[config.mk]
export PLATFORM = sky130hd
export DESIGN_NAME = lc3_mem_arbiter
export DESIGN_NICKNAME = d
export VERILOG_FILES = /design/src/rtl/lc3_mem_arbiter_pkg.sv /design/src/rtl/lc3_mem_arbiter.sv
export SDC_FILE = /design/constraint.sdc
export NUM_CORES = 1
export LEC_CHECK = 0
export ABC_CLOCK_PERIOD_IN_PS = 2500
export BUFFER_PORTS_ARGS = -buffer_cell sky130_fd_sc_hd__buf_2
export CAP_MARGIN = 20
export CORE_MARGIN = 3
export CORE_UTILIZATION = 47
export CTS_CLUSTER_SIZE = 24
export DETAILED_ROUTE_END_ITERATION = 8
export GPL_TIMING_DRIVEN = 0
export HOLD_SLACK_MARGIN = 0.03
export PLACE_DENSITY = 0.92
export REMOVE_ABC_BUFFERS = 1
export SYNTH_ARGS = -nofsm -noshare
export SYNTH_HDL_FRONTEND = slang
export SYNTH_SLANG_ARGS = --single-unit
[constraint.sdc]
create_clock -name clk -period 2.5 [get_ports clk]
set_input_delay 0.125 -clock clk [delete_from_list [all_inputs] [get_ports clk]]
set_output_delay 0.125 -clock clk [all_outputs]
set_load 0.1 [all_outputs]
[src/rtl/lc3_mem_arbiter_pkg.sv]
// Shared types for the LC-3 memory arbiter: FSM states, requester identity
// and the width of the access watchdog counter.
package lc3_mem_arbiter_pkg;

  typedef enum logic [1:0] {
    ARB_IDLE,
    ARB_ACCESS,
    ARB_DONE
  } ArbStates;

  typedef enum logic {
    OWN_CPU = 1'b0,
    OWN_DMA = 1'b1
  } ArbOwner;

  localparam int ARB_CNT_W = 8;

endpackage

[src/rtl/lc3_mem_arbiter.sv]
// Round-robin arbiter sharing the single LC-3 memory port between the CPU
// (MAR/MDR side) and a DMA requester. One access is in flight at a time; a
// watchdog aborts accesses whose memory never acknowledges, returning zero
// data and flagging timeout_err alongside the requester's rdy pulse.
module lc3_mem_arbiter
  import lc3_mem_arbiter_pkg::*;
#(
  parameter int TIMEOUT_CYC = 64,
  parameter int AW          = 16,
  parameter int DW          = 16
) (
  input  logic          clk,
  input  logic          rst,
  input  logic          cpu_req,
  input  logic          cpu_we,
  input  logic [AW-1:0] cpu_addr,
  input  logic [DW-1:0] cpu_wdata,
  output logic          cpu_rdy,
  output logic [DW-1:0] cpu_rdata,
  input  logic          dma_req,
  input  logic          dma_we,
  input  logic [AW-1:0] dma_addr,
  input  logic [DW-1:0] dma_wdata,
  output logic          dma_rdy,
  output logic [DW-1:0] dma_rdata,
  output logic          mem_en,
  output logic          mem_we,
  output logic [AW-1:0] mem_addr,
  output logic [DW-1:0] mem_wdata,
  input  logic [DW-1:0] mem_rdata,
  input  logic          mem_ack,
  output logic          busy,
  output logic          timeout_err
);

  // Terminal count: the access is abandoned in the ACCESS cycle where the
  // counter holds this value and memory still has not acknowledged.
  localparam logic [ARB_CNT_W-1:0] TERM_CNT = ARB_CNT_W'(TIMEOUT_CYC - 1);

  ArbStates             state, nextState;
  ArbOwner              owner, lastGrant, grantOwner;
  logic                 grantValid, ackDone, timeoutHit, abortFlag;
  logic [ARB_CNT_W-1:0] waitCount;

  // State register; reset abandons any in-flight access.
  always_ff @(posedge clk or posedge rst) begin
    if (rst) state <= ARB_IDLE;
    else     state <= nextState;
  end

  // Next-state logic: round-robin grant, ack completion and watchdog abort.
  always_comb begin
    nextState  = state;
    grantValid = 1'b0;
    grantOwner = OWN_CPU;
    ackDone    = 1'b0;
    timeoutHit = 1'b0;
    case (state)
      ARB_IDLE: begin
        if (cpu_req && dma_req) begin
          grantValid = 1'b1;
          grantOwner = (lastGrant == OWN_CPU) ? OWN_DMA : OWN_CPU;
        end else if (cpu_req) begin
          grantValid = 1'b1;
          grantOwner = OWN_CPU;
        end else if (dma_req) begin
          grantValid = 1'b1;
          grantOwner = OWN_DMA;
        end
        if (grantValid) nextState = ARB_ACCESS;
      end
      ARB_ACCESS: begin
        if (mem_ack) begin
          ackDone   = 1'b1;
          nextState = ARB_DONE;
        end else if (waitCount == TERM_CNT) begin
          timeoutHit = 1'b1;
          nextState  = ARB_DONE;
        end
      end
      ARB_DONE: nextState = ARB_IDLE;
      default:  nextState = ARB_IDLE;
    endcase
  end

  // Access registers, grant history, watchdog counter and read-data capture.
  always_ff @(posedge clk or posedge rst) begin
    if (rst) begin
      owner     <= OWN_CPU;
      lastGrant <= OWN_DMA;
      waitCount <= '0;
      abortFlag <= 1'b0;
      mem_we    <= 1'b0;
      mem_addr  <= '0;
      mem_wdata <= '0;
      cpu_rdata <= '0;
      dma_rdata <= '0;
    end else begin
      if (grantValid) begin
        owner     <= grantOwner;
        lastGrant <= grantOwner;
        waitCount <= '0;
        abortFlag <= 1'b0;
        mem_we    <= (grantOwner == OWN_DMA) ? dma_we    : cpu_we;
        mem_addr  <= (grantOwner == OWN_DMA) ? dma_addr  : cpu_addr;
        mem_wdata <= (grantOwner == OWN_DMA) ? dma_wdata : cpu_wdata;
      end
      if (state == ARB_ACCESS && !ackDone && !timeoutHit) begin
        waitCount <= waitCount + 1'b1;
      end
      if (ackDone && !mem_we) begin
        if (owner == OWN_DMA) dma_rdata <= mem_rdata;
        else                  cpu_rdata <= mem_rdata;
      end
      if (timeoutHit) begin
        abortFlag <= 1'b1;
        if (owner == OWN_DMA) dma_rdata <= '0;
        else                  cpu_rdata <= '0;
      end
    end
  end

  // Outputs decoded from state so reset drops them immediately.
  always_comb begin
    mem_en      = (state == ARB_ACCESS);
    busy        = (state == ARB_ACCESS) || (state == ARB_DONE);
    cpu_rdy     = (state == ARB_DONE) && (owner == OWN_CPU);
    dma_rdy     = (state == ARB_DONE) && (owner == OWN_DMA);
    timeout_err = (state == ARB_DONE) && abortFlag;
  end

endmodule

Word level (Yosys, flattened, before mapping)
Index checks and enable logic that the tools add are counted.

Register bits after elaboration: 78. Bits of input ports: 87. Output and inout bits: 70. Logic and storage cells: 65.

Add/sub/neg operators: 1. Equal/unequal tests: 5. Mux-type cells: 33. Bitwise operators: 1. Reduce and logical (&&, ||, !) cells: 15.

Operator list (count): $mux 16 (10); $mux 1 (17); $mux 8 (2); $add 8x1->8 const B (1); $eq 8x6->1 const B (1); $logic_and 1x1->1 (7); $mux 2 (3); $pmux 2 s2 (1); $reduce_bool 2->1 (2); $logic_not 1->1 (3); $ne 3x1->1 const B (1); $eq 2x1->1 const B (1); $eq 2x2->1 const B (1); $logic_not 2->1 (1); $ne 2x2->1 const B (1); $reduce_and 2->1 (1); $logic_or 1x1->1 (1); $not 1->1 (1).

Depth between registers and ports, before layout
Gate-level depths: netlist (run 1).

Depth after elaboration: 7. Depth in mapped cells: 8. Gate-level depth less buffers: 6.

Worst setup path after synthesis (run 1)
Ideal clock, no wire load.

Path type: reg-to-reg. Start point: register state[1]. End point: register waitCount[3]. Library setup time: 0.118 ns. Arrival time: 2.415 ns. Data required time: 2.382 ns. Slack: -0.033 ns. Stages on the path, launching flop included: 8. Clock period less this slack: 2.533 ns. Cells stage by stage: dfrtp_1 -> inv_1 -> ha_1 -> nand2b_1 -> buf_4 -> a31oi_4 -> mux2_4 -> a21o_1.

Cells in the longest elaborated chain, start to end: 6.

Ends and longest elaborated chain: start, declared (RTL line lc3_mem_arbiter.sv:40) `ArbStates state, nextState;`; start signal, assigned (RTL line lc3_mem_arbiter.sv:48) `else state <= nextState;`; $eq 2x1->1 (*); named net mem_en (RTL line lc3_mem_arbiter.sv:26) `output logic mem_en,`; $mux 1 (RTL line lc3_mem_arbiter.sv:58) `case (state)`; $logic_not 1->1 (RTL line lc3_mem_arbiter.sv:108) `if (state == ARB_ACCESS && !ackDone && !timeoutHit) begin`; $logic_and 1x1->1 (RTL line lc3_mem_arbiter.sv:108); $logic_and 1x1->1 (*) (RTL line lc3_mem_arbiter.sv:108); $mux 8 / $reduce_bool 2->1 (equally long branches); end signal, assigned (RTL line lc3_mem_arbiter.sv:109) `waitCount <= waitCount + 1'b1;`; end, declared (RTL line lc3_mem_arbiter.sv:43) `logic [ARB_CNT_W-1:0] waitCount;`.

Mark *: on every way through the listed nets, which the timed path passes. The rest lies on a longest branch. A chain may end at the register's enable or synchronous reset.

==> flow_metrics.tcl, run 1 <==
set metrics [dict create \
    numPlacedInstances 566 \
    max_freq_mhz 450.5 \
    met1_usage_pct 24.81 \
    drive_gt1_share_pct 37.78 \
    cts_buffers 9 \
    cp.arrival_ps 2430 \
    tightest_slew_ps 807.3 \
    synth_cell_types 41 \
    clk_pin_slew_ps 80 \
    outcome "finished clean" \
    finalHoldViolCount 0 \
    critPathRequiredTime_ps 2710 \
    firstDrtPassIters 4 \
    die_height_um 92.66 \
    period_share_pct 88.78 \
    port_buffers 156 \
    gr-usage-met2_pct 37.22 \
    rsz0062_at_grt "false" \
    vias 3112 \
    grt_max_degree 43 \
    cts.path.max_buffers 2 \
    setup_viol 0 \
    start_util_pct 50.29 \
    synthFlopType "dfrtp_1" \
    hpwl_mm 6.349 \
    wl_per_cell_um 14.94 \
    synth_edf_count 0 \
    cts_sinks 78 \
    critPathSlowestCell "and4_2" \
    drcViolationCount 0 \
    fin_nets 582 \
    avgViaCountPerCell 5.266 \
    cap_violations 0 \
    io_pins 157 \
    cpLargestDelayFamily "simple AND/OR/NAND/NOR gates" \
    clockRootBuffer "clkbuf_8" \
    clk_latency_ps 340 \
    grt_overflow 0 \
    slew_violations 0 \
    ys_top_cells_by_area "dfrtp_1 55%, mux2i_1 9.6%, o22ai_1 6.2%" \
    yosysSeqAreaShare_pct 55.33 \
    grtUsageTotal_pct 21.10 \
    slew_headroom_pct 45.97 \
    grt.busiest_layer "met2" \
    htreeDepth 3 \
    grt_use_met3_pct 5.361 \
    yosysTopAreaCell "dfrtp_1" \
    finClkSkew_ps 5.478 \
    fin_cells 591 \
    grt_antenna_before_repair 0 \
    worstPathCellList "inv_1 > ha_1 > nand2b_1 > nor3_1 > and4_2 > nor2_1" \
    setup_tns_ps 0 \
    gp_congestion 0.8055 \
    syn_avg_cell_area_um2 10.54 \
    critPathKind "reg -> reg" \
    grt_pass1_vias 3141 \
    yosys_warnings 0 \
    ant_nets 0 \
    synthToLayoutAreaGrowth_pct 32.40 \
    first_iter_violations 94 \
    cp_slowest_stage_delay_ps 500 \
    end_kind "flip-flop" \
    syn_area_um2 3530 \
    core_area_um2 7019 \
    fp.dieW_um 92.66 \
    start_kind "flip-flop" \
    cts_tree "yes" \
    path_buf_inv 1 \
    rows 30 \
    period_needed_ps 2220 \
    worstPathMaxFanout 15 \
    synth.top_cell.area_share_pct 54.59 \
    ys_seq_elements 78 \
    die_area_um2 8586 \
    hold_class "in -> reg" \
    grt_pass1_wl_mm 14.46 \
    syn_inst 335 \
    routed_wirelength_mm 8.832 \
    ys_async_sr_fraction_pct 100.0 \
    cts_setup_buffers 0 \
    n_antenna_cell 0 \
]
==> logic make-up (layout without fill, tap and decap cells) <==
logic type / after synthesis / count (layout) / share of synthesized area, %
fa+ha+maj: 5 / 5 / 1.772
mux: 36 / 36 / 10.39
compound gates: 86 / 86 / 14.60
flops: 78 / 78 / 55.34
simple gates: 101 / 101 / 13.15
xor+xnor: 1 / 1 / 0.2482
buf+inv: 28 / 188 / 4.502
==> cell usage after synthesis, types with 2 or more instances <==
library cell,n
o22ai_1,35
and2_1,2
o21ai_1,5
dfrtp_1,77
nand4_1,2
buf_4,7
nor2_1,35
mux2i_1,34
nand3_1,6
o21a_1,2
a21oi_1,2
buf_6,3
buf_2,4
buf_1,3
ha_1,5
inv_1,4
nor3_1,2
o21ai_0,33
a21o_1,4
clkbuf_1,7
nand2_1,42
a31oi_1,2
==> worst register-to-register path: cells and delay by family, from the launching register on <==
kind | cells | cell delay (ps)
flip-flops | 1 | 400
AND/OR/NAND/NOR | 4 | 1350
adder cells (fa/ha/maj) | 1 | 240
buffers and inverters | 1 | 110
==> worst paths after layout <==
path,from,endpoint,slack (ps),cells after the start
max,state[1],flip-flop,280,6
min,mem_rdata[12],cpu_rdata[12],50,3
max reg2reg,state[1],flip-flop,280,6
min reg2reg,mem_wdata[7],mem_wdata[7],480,2
max in group asynchronous,rst,lastGrant,1520,4
min in group asynchronous,rst,cpu_rdata[9],350,3
==> layer usage <==
layer  part of all wire (%)  wire length [um]  up-vias
met4                    1.5               130        0
met2                     51              4515      139
met3                    8.2               727       15
li1                       -                 -     1503
met5                      0                 0        -
met1                     39              3459     1455
==> cells in the final DEF, fill, tap and decap left out, types with 2 or more instances in the layout <==
| master | netlist | final |
|---|---|---|
| clkbuf_8 | 0 | 9 |
| nand3_1 | 6 | 6 |
| nor2_1 | 35 | 35 |
| a21o_1 | 4 | 4 |
| a21oi_1 | 2 | 2 |
| dlygate4sd3_1 | 0 | 8 |
| mux2i_1 | 34 | 34 |
| buf_16 | 0 | 2 |
| o21a_1 | 2 | 2 |
| o21ai_1 | 5 | 4 |
| inv_6 | 0 | 2 |
| and2_1 | 2 | 2 |
| nor3_1 | 2 | 2 |
| nand4_1 | 2 | 2 |
| inv_1 | 4 | 3 |
| ha_1 | 5 | 5 |
| clkinv_4 | 0 | 3 |
| dfrtp_1 | 77 | 77 |
| buf_2 | 4 | 156 |
| nand2_1 | 42 | 42 |
| o21ai_0 | 33 | 33 |
| o22ai_1 | 35 | 35 |
| a31oi_1 | 2 | 2 |
==> area by class of cell <==
cell class,instances,area [um^2]
Multi-Input combinational cell,229,1430
Clock inverter,7,81.33
Tap cell,96,120.1
Sequential cell,78,1953
Clock buffer,9,123.9
Timing Repair Buffer,168,947.2
Fill cell,554,2346
Inverter,4,17.52
==> through the flow <==
step                utilization [%]  hold slack, ps  area [um^2]  worst slack, ps
floorplan                         -           195.0         3386           -579.3
global placement              61.07           349.3         4287            -1368
detailed placement            62.10           184.1         4359            187.4
CTS                           66.03           30.76         4634            128.0
global route                  66.58           32.74         4673            110.0
finish                        66.58           49.27         4673            280.4
==> timing repair <==
item / CTS / global route
hold endpoints to repair: 42 / 1
hold buffers: 7 / 1
endpoints found under the setup margin: 0 / 15
resized for setup: 0 / 1
Power of run 1 is not shown: default switching activity piles up to over one toggle a cycle in this logic, so the estimate is an artifact.
==> inputs of run 2 (changes only) <==
--- a/config.mk
+++ b/config.mk
@@ -10,6 +10,7 @@
 export CAP_MARGIN = 20
 export CORE_MARGIN = 3
 export CORE_UTILIZATION = 47
+export CTS_BUF_LIST = sky130_fd_sc_hd__clkbuf_16
 export CTS_CLUSTER_SIZE = 24
 export DETAILED_ROUTE_END_ITERATION = 8
 export GPL_TIMING_DRIVEN = 0
==> run 2 against run 1 <==
Compared with the run above:
- clock skew grew 1.4 ps
- fmax shrank 0.16%
- core utilization grew 0.45 points
==> flow_metrics.tcl, run 2 (same netlist as run 1, synthesis figures left out) <==
set metrics [dict create \
    grt_overflow 0 \
    fp.dieW_um 92.66 \
    cp.arrival_ps 2470 \
    grt_antenna_before_repair 0 \
    cts_tree "yes" \
    cts_setup_buffers 0 \
    grt_max_degree 43 \
    cts.path.max_buffers 2 \
    end_kind "flip-flop" \
    fill_cells 543 \
    gp_congestion 0.8055 \
    fin_nets 575 \
    period_needed_ps 2223 \
    vias 3086 \
    cap_violations 0 \
    finalHoldViolCount 0 \
    slew_violations 0 \
    start_util_pct 50.29 \
    routed_wirelength_mm 8.839 \
    final_common_cell "buf_2" \
    grtUsageTotal_pct 21.18 \
    n_antenna_cell 0 \
    clockRootBuffer "clkbuf_16" \
    io_pins 157 \
    numPlacedInstances 566 \
    worstPathMaxFanout 15 \
    final_cell_mix "156 x buf_2, 77 x dfrtp_1, 42 x nand2_1" \
    slew_headroom_pct 45.64 \
    port_buffers 156 \
    rsz0062_at_grt "false" \
    fin_util_pct 67.02 \
    wl_per_cell_um 15.14 \
    core_area_um2 7019 \
    synthToLayoutAreaGrowth_pct 33.29 \
    grt_pass1_wl_mm 14.49 \
    finClkSkew_ps 6.906 \
    worstHoldStart "mem_rdata[5]" \
    start_kind "flip-flop" \
    setup.worst_path.start "state[1]" \
    critPathRequiredTime_ps 2750 \
    r2r-start "state[1]" \
    grt_pass1_vias 3140 \
    max_freq_mhz 449.8 \
    firstDrtPassIters 6 \
    die_height_um 92.66 \
    clk_pin_slew_ps 60 \
    hpwl_mm 6.349 \
    multi_input_area_um2 1430 \
    period_share_pct 88.92 \
    setup_viol 0 \
    drive_gt1_share_pct 38.32 \
    tightest_slew_ps 812.3 \
    rows 30 \
    cts_buffers 9 \
    cts_sinks 78 \
    first_iter_violations 97 \
    htreeDepth 3 \
    hold_class "in -> reg" \
    drcViolationCount 0 \
    critPathKind "reg -> reg" \
    outcome "finished clean" \
    ant_nets 0 \
    seqCellArea_um2 1953 \
    fin_cells 584 \
    die_area_um2 8586 \
    clk_latency_ps 330 \
    avgViaCountPerCell 5.284 \
]
[run 2: changes by cell type in the layout (fill, tap and decap cells not counted), sizes merged]
cell / change
dlygate4sd3: -7
[run 2: worst paths after layout]
path                                      end  slack [ps]  depth (start not counted)
worst min-delay path                flip-flop          50                          3
min in group asynchronous       cpu_rdata[13]         380                          3
worst max register to register      flip-flop         280                          5
worst min register to register   mem_wdata[7]         470                          2
max in group asynchronous           lastGrant        1480                          4
worst max-delay path                flip-flop         280                          5
[run 2: metrics by stage]
stage	setup slack (ps)	hold WS [ps]	setup TNS, ps	cell area (um^2)
after floorplan	-579.3	195.0	-18300	3386
after global placement	-1368	349.3	-88380	4287
after detailed placement	187.4	184.1	0	4359
after CTS	132.1	46.04	0	4676
after global routing	125.8	43.75	0	4705
final	276.9	53.61	0	4705
[run 2: area by class of cell]
type                    instances  share of cell area (%)
flip-flops and latches         78                   41.52
well taps                      96                   2.553
clock inverters                 7                   1.729
inverters                       4                  0.3723
multi-input cells             229                   30.40
clock buffers                   9                   4.787
repair buffers                161                   18.64
[run 2: metal layers]
metal / share of wire [%] / global-route usage [%] / up-vias
met5: 0 / 0 / -
met4: 1.7 / 6.716 / 0
met3: 7.9 / 5.930 / 15
met2: 51 / 37.46 / 134
met1: 40 / 24.92 / 1454
li1: - / - / 1483
[run 2: what timing repair did]
item	4_1_cts	5_1_grt
endpoints found under the hold margin	36	0
endpoints found under the setup margin	0	14
gates resized for setup	0	1
hold buffers	1	0
[run 2: worst max-delay path, cell delays in order, from the launching register on]
cell and delay (ps):
dfrtp_1 400, inv_1 110, ha_1 240, nand4b_1 590, and4_2 650, nor2_1 160
Power of run 2 is left out for the same reason.
